## src/rtl/mult_fu_pipe_if.sv

```systemverilog
// Issue-FIFO-to-multiplier and multiplier-to-CDB signal bundle.
// The master side feeds operands and stall/squash; the slave side is the unit.
interface mult_fu_pipe_if #(
    parameter int XLEN  = 32,
    parameter int PR_W  = 6,
    parameter int ROB_W = 5
);
    logic             in_valid;
    logic [1:0]       in_op;
    logic [XLEN-1:0]  in_r1_value;
    logic [XLEN-1:0]  in_r2_value;
    logic [PR_W-1:0]  in_dest_pr;
    logic [ROB_W-1:0] in_rob_entry;
    logic             fu_ready;
    logic             squash;
    logic             cdb_stall;
    logic             out_valid;
    logic [XLEN-1:0]  out_result;
    logic [PR_W-1:0]  out_dest_pr;
    logic [ROB_W-1:0] out_rob_entry;

    modport master (
        output in_valid, in_op, in_r1_value, in_r2_value,
        output in_dest_pr, in_rob_entry, squash, cdb_stall,
        input  fu_ready, out_valid, out_result,
        input  out_dest_pr, out_rob_entry
    );

    modport slave (
        input  in_valid, in_op, in_r1_value, in_r2_value,
        input  in_dest_pr, in_rob_entry, squash, cdb_stall,
        output fu_ready, out_valid, out_result,
        output out_dest_pr, out_rob_entry
    );
endinterface

```

## src/rtl/mult_fu_pipe.sv

```systemverilog
// Pipelined RV32M multiply unit: folds XLEN/STAGES multiplier bits per stage,
// freezes wholesale while the CDB stalls a valid result.
module mult_fu_pipe #(
    parameter int XLEN   = 32,
    parameter int STAGES = 4,
    parameter int PR_W   = 6,
    parameter int ROB_W  = 5
) (
    input logic            clock,
    input logic            reset,
    mult_fu_pipe_if.slave  bus
);
    localparam int C = XLEN / STAGES;
    localparam int W = 2 * XLEN;

    typedef struct packed {
        logic             vld;
        logic [1:0]       op;
        logic [PR_W-1:0]  pr;
        logic [ROB_W-1:0] rob;
        logic [W-1:0]     mcand;
        logic [W-1:0]     mplier;
        logic [W-1:0]     sum;
    } stage_t;

    typedef struct packed {
        logic             vld;
        logic [XLEN-1:0]  res;
        logic [PR_W-1:0]  pr;
        logic [ROB_W-1:0] rob;
    } out_t;

    logic   hold;
    logic   s1;
    logic   s2;
    stage_t prep;
    stage_t lsrc;
    logic [W-1:0] prod;
    out_t   oq;

    // rs1 is signed unless MULHU; rs2 is signed only for MUL/MULH
    assign s1 = bus.in_op != 2'b11;
    assign s2 = ~bus.in_op[1];

    always_comb begin
        prep        = '0;
        prep.vld    = bus.in_valid;
        prep.op     = bus.in_op;
        prep.pr     = bus.in_dest_pr;
        prep.rob    = bus.in_rob_entry;
        prep.mcand  = {{XLEN{s1 & bus.in_r1_value[XLEN-1]}}, bus.in_r1_value};
        prep.mplier = {{XLEN{s2 & bus.in_r2_value[XLEN-1]}}, bus.in_r2_value};
    end

    for (genvar k = 0; k < STAGES - 1; k++) begin : g_mid
        stage_t       src;
        stage_t       nxt;
        stage_t       q;
        logic [W-1:0] pp;

        if (k == 0) begin : g_first
            assign src = prep;
        end else begin : g_next
            assign src = g_mid[k-1].q;
        end

        always_comb begin
            nxt        = src;
            pp         = src.mcand * {{(W-C){1'b0}}, src.mplier[C-1:0]};
            nxt.sum    = src.sum + (pp << (k * C));
            nxt.mplier = {{C{src.mplier[W-1]}}, src.mplier[W-1:C]};
        end

        always_ff @(posedge clock) begin
            if (!reset) begin
                q <= '0;
            end else begin
                if (!hold)
                    q <= nxt;
                if (bus.squash)
                    q.vld <= 1'b0;
            end
        end
    end

    if (STAGES == 1) begin : g_one
        assign lsrc = prep;
    end else begin : g_many
        assign lsrc = g_mid[STAGES-2].q;
    end

    // Last fold takes the whole sign-extended remainder, making the product exact
    assign prod = lsrc.sum + ((lsrc.mcand * lsrc.mplier) << ((STAGES - 1) * C));

    always_ff @(posedge clock) begin
        if (!reset) begin
            oq <= '0;
        end else begin
            if (!hold) begin
                oq.vld <= lsrc.vld;
                oq.res <= (lsrc.op == 2'b00) ? prod[XLEN-1:0] : prod[W-1:XLEN];
                oq.pr  <= lsrc.pr;
                oq.rob <= lsrc.rob;
            end
            if (bus.squash)
                oq.vld <= 1'b0;
        end
    end

    assign hold              = oq.vld & bus.cdb_stall;
    assign bus.fu_ready      = ~hold;
    assign bus.out_valid     = oq.vld;
    assign bus.out_result    = oq.res;
    assign bus.out_dest_pr   = oq.pr;
    assign bus.out_rob_entry = oq.rob;
endmodule

```

## src/flat_wrapper.sv

```systemverilog
// flat-port wrapper written by rule: the top's interface ports become plain ports
module mult_fu_pipe_flat 
#(
    parameter int XLEN   = 32,
    parameter int STAGES = 4,
    parameter int PR_W   = 6,
    parameter int ROB_W  = 5
)
  (clock, reset, bus_in_valid, bus_in_op, bus_in_r1_value, bus_in_r2_value, bus_in_dest_pr, bus_in_rob_entry, bus_squash, bus_cdb_stall, bus_fu_ready, bus_out_valid, bus_out_result, bus_out_dest_pr, bus_out_rob_entry);
  mult_fu_pipe_if #(.XLEN(XLEN), .PR_W(PR_W), .ROB_W(ROB_W)) bus_i ();
  input logic clock;
  input logic reset;
  input wire logic [$bits(bus_i.in_valid)-1:0] bus_in_valid;
  input wire logic [$bits(bus_i.in_op)-1:0] bus_in_op;
  input wire logic [$bits(bus_i.in_r1_value)-1:0] bus_in_r1_value;
  input wire logic [$bits(bus_i.in_r2_value)-1:0] bus_in_r2_value;
  input wire logic [$bits(bus_i.in_dest_pr)-1:0] bus_in_dest_pr;
  input wire logic [$bits(bus_i.in_rob_entry)-1:0] bus_in_rob_entry;
  input wire logic [$bits(bus_i.squash)-1:0] bus_squash;
  input wire logic [$bits(bus_i.cdb_stall)-1:0] bus_cdb_stall;
  output wire logic [$bits(bus_i.fu_ready)-1:0] bus_fu_ready;
  output wire logic [$bits(bus_i.out_valid)-1:0] bus_out_valid;
  output wire logic [$bits(bus_i.out_result)-1:0] bus_out_result;
  output wire logic [$bits(bus_i.out_dest_pr)-1:0] bus_out_dest_pr;
  output wire logic [$bits(bus_i.out_rob_entry)-1:0] bus_out_rob_entry;
  assign bus_i.in_valid = bus_in_valid;
  assign bus_i.in_op = bus_in_op;
  assign bus_i.in_r1_value = bus_in_r1_value;
  assign bus_i.in_r2_value = bus_in_r2_value;
  assign bus_i.in_dest_pr = bus_in_dest_pr;
  assign bus_i.in_rob_entry = bus_in_rob_entry;
  assign bus_i.squash = bus_squash;
  assign bus_i.cdb_stall = bus_cdb_stall;
  assign bus_fu_ready = bus_i.fu_ready;
  assign bus_out_valid = bus_i.out_valid;
  assign bus_out_result = bus_i.out_result;
  assign bus_out_dest_pr = bus_i.out_dest_pr;
  assign bus_out_rob_entry = bus_i.out_rob_entry;
  mult_fu_pipe #(.XLEN(XLEN), .STAGES(STAGES), .PR_W(PR_W), .ROB_W(ROB_W)) u_core (.clock(clock), .reset(reset), .bus(bus_i));
endmodule
```

## config.mk

```make
export PLATFORM = sky130hd
export DESIGN_NAME = mult_fu_pipe_flat
export DESIGN_NICKNAME = d
export VERILOG_FILES = /design/src/rtl/mult_fu_pipe_if.sv /design/src/rtl/mult_fu_pipe.sv /design/src/flat_wrapper.sv
export SDC_FILE = /design/constraint.sdc
export NUM_CORES = 2
export LEC_CHECK = 0
export CAP_MARGIN = 10
export CORE_MARGIN = 3
export CORE_UTILIZATION = 55
export CTS_CLUSTER_DIAMETER = 50
export CTS_CLUSTER_SIZE = 24
export DETAILED_ROUTE_END_ITERATION = 10
export DONT_BUFFER_PORTS = 1
export GPL_ROUTABILITY_DRIVEN = 0
export GPL_TIMING_DRIVEN = 0
export PLACE_DENSITY = 0.73
export REMOVE_ABC_BUFFERS = 1
export SYNTH_ARGS = -nofsm -noshare
export SYNTH_HDL_FRONTEND = slang
export SYNTH_SLANG_ARGS = --single-unit
```

## constraint.sdc

```tcl
create_clock -name clock -period 8 [get_ports clock]
set_input_delay 2 -clock clock [delete_from_list [all_inputs] [get_ports clock]]
set_output_delay 2 -clock clock [all_outputs]
set_load 0.005 [all_outputs]
```

==> flow_summary.toml <==
[yosys]
ys_types = 83
syn_inst = 6730
synth-edff-count = 0
avgSynthCellArea_um2 = 8.332
synth_warnings = 0
synth_area_mm2 = 0.05607
yosysSeqAreaShare = 0.1449
synth_ff_type = "dfxtp_1"
ys_async_sr_fraction = 0
ys_ff_latch = 406

[timing]
fmax_mhz = 129.2
finalHoldViolations = 0
hold_ws_ns = 0.4422
tightestPinTransition_ns = 0.9304
relSlewSlack = 0.3783
layout_setup_ws_ns = 0.2624
period_needed_ns = 7.738
post-route-period-util = 0.9672
clock_skew_ns = 0.03363
slew_viol_final = 0
setup_violations = 0
rsz0062_at_grt = "true"

[placement]
place_area_mm2 = 0.05672
port_buffers = 0
hpwl_um = 104800
place_ws_ns = -1.341
dp_cells = 7742

[die]
fp.dieW_um = 325.3
core-area_mm2 = 0.1006
start_util = 0.5575
io_pins = 127
die_height_um = 325.3
die_area_mm2 = 0.1058
row_count = 116

[global_route]
grt-ovfl-total = 0
antenna_found_initial = 1
track_usage = 0.2551
grt_max_degree = 169
grt_pass1_wl_um = 224500
grt_pass1_vias = 45172

[clock_network]
cts_root_buffer = "clkbuf_16"
cts.clk_slew.worst_paths_ns = 0.08
ctsHoldBuffers = 0
cts_tree = "yes"
clockBufferDepth = 3
htree_levels = 2
cts_buffers = 61
clkSinkCount = 406
clock_latency_ns = 0.68

[cells_and_area]
fin_area_mm2 = 0.05998
final_cell_mix = "1180 x nand2_1, 978 x inv_1, 844 x fa_1"
instances_no_fill = 7913
final_net_count = 7896
final_common_cell = "nand2_1"
area_growth_pct = 6.971
drive_gt1_frac = 0.05004

[routing]
dr_total_vias = 43616
avgViaCountPerCell = 5.512
drt_iter0_drc = 2695
drc_errors = 0
drtAntennaViolNets = 0
routed_wl_um = 137600
firstDrtPassIters = 6
avgRoutedWirePerCell_um = 17.39

[worst_setup_path]
crit_arrival_ns = 8.26
end_kind = "flip-flop"
startpoint_type = "flip-flop"
cpPeakStageDelay_ns = 0.59
cp_common_cell = "fa_1"
cp_slowest_cell = "fa_1"
worstPathRequired_ns = 8.52
critPathMaxFanout = 12
path_class = "reg -> reg"

[power]
cellLeakagePower_nw = 30.31
peakVddDrop_uv = 190.9
total_power_mw = 11.28
power_density_mw_per_mm2 = 188.1

[flow_run]
timing.max_cap.violations = 0

[worst_hold_path]
hp-class = "reg -> reg"

[run_status]
status = "completed"
stage by stage:
step           TNS [ns]  utilization
5_1_grt         -0.8733       0.5963
3_3_place_gp          -       0.5596
3_5_place_dp     -28.44       0.5639
4_1_cts               0       0.5882
6_report              0       0.5964
2_1_floorplan  -4666.13            -
area by class of cell:
class	instances	area, um2
Antenna cell	1	2.502
Tap cell	1357	1698
Clock inverter	49	666.9
Clock buffer	67	1569
Sequential cell	406	8245
Multi-Input combinational cell	4984	43150
Timing Repair Buffer	69	959.7
Fill cell	8797	40600
Inverter	980	3694
state kept, by name (all words and copies together), names as in the netlist:
register	count
u_core.bus.out_dest_pr	6
u_core.bus.out_valid	1
u_core.g_mid.q	362
u_core.bus.out_rob_entry	5
u_core.bus.out_result	32
worst max-delay path, delay by kind of cell (launching register included):
family | cells | cell delay, ns
AO/OA/AOI/OAI | 15 | 2.34
buffers and inverters | 2 | 0.20
flip-flops | 1 | 0.40
XOR/XNOR | 2 | 0.38
AND/OR/NAND/NOR | 7 | 1.28
adder cells (fa/ha/maj) | 7 | 2.94
cells in the mapped netlist, types with 11 or more instances:
cell      number  area share
or3_1         11      0.0012
and3_1        17      0.0019
dfxtp_1      406        0.14
clkbuf_1     306       0.020
nand4_1       23      0.0026
nor2b_1       62      0.0069
o21bai_1      36      0.0048
xor2_1        73       0.011
ha_1         466        0.10
o21a_1        52      0.0070
xnor2_1      192       0.030
buf_1         15      0.0010
a211oi_1      36      0.0048
nand3_1       46      0.0041
nor2_1       163       0.011
a21o_1       130       0.017
nand2_1     1181       0.079
and2_1       647       0.072
nor3_1        44      0.0039
a21oi_1      554       0.049
a311oi_1      16      0.0025
o21ai_0      160       0.014
nand2b_1      40      0.0045
fa_1         846        0.30
or2_2         11      0.0012
buf_4         34      0.0046
o211ai_1      18      0.0024
a31oi_1       21      0.0023
inv_1        979       0.066
path summary, 6_finish.rpt:
kind / start / endpoint / slack (ns) / cells past startpoint
setup / recovery: u_core.g_mid[2].q[64] / u_core.bus.out_result[30] / 0.26 / 33
hold / removal: u_core.g_mid[1].q[3] / u_core.g_mid[2].q[3] / 0.44 / 2
setup reg to reg: u_core.g_mid[2].q[64] / u_core.bus.out_result[30] / 0.26 / 33
hold reg to reg: u_core.g_mid[1].q[3] / u_core.g_mid[2].q[3] / 0.44 / 2
power breakdown:
part / leakage (nW) / internal, mW / switching (mW)
registers: 3.37 / 2.39 / 0.400
logic: 25.9 / 2.44 / 3.20
clock network: 1.07 / 1.60 / 1.25
logic make-up (layout without fill, tap and decap cells):
logic type / count (synthesis) / after routing / share of synthesized area
buffers and inverters: 1340 / 1165 / 0.09209
flip-flops: 406 / 406 / 0.1449
other: 0 / 1 / 0
adder cells (fa/ha/maj): 1312 / 1312 / 0.4060
XOR/XNOR: 266 / 266 / 0.04179
AND/OR/NAND/NOR: 2274 / 2274 / 0.1929
multiplexers: 1 / 1 / 0.0001785
AO/OA/AOI/OAI: 1131 / 1131 / 0.1220
timing repair:
action | CTS | global route
gates cloned | 0 | 2
gates resized for setup | 64 | 85
pin swaps | 7 | 32
buffers inserted | 8 | 44
endpoints found under the setup margin | 55 | 40
routing by layer:
layer / GRT usage / vias to the layer above / share of wire
met3: 0.03230 / 264 / 0.053
met2: 0.4329 / 1062 / 0.48
met4: 0.07911 / 0 / 0.039
met5: 0 / - / 0
li1: - / 20643 / -
met1: 0.3408 / 21647 / 0.43
No activity file was read; power rests on OpenSTA's default activity.
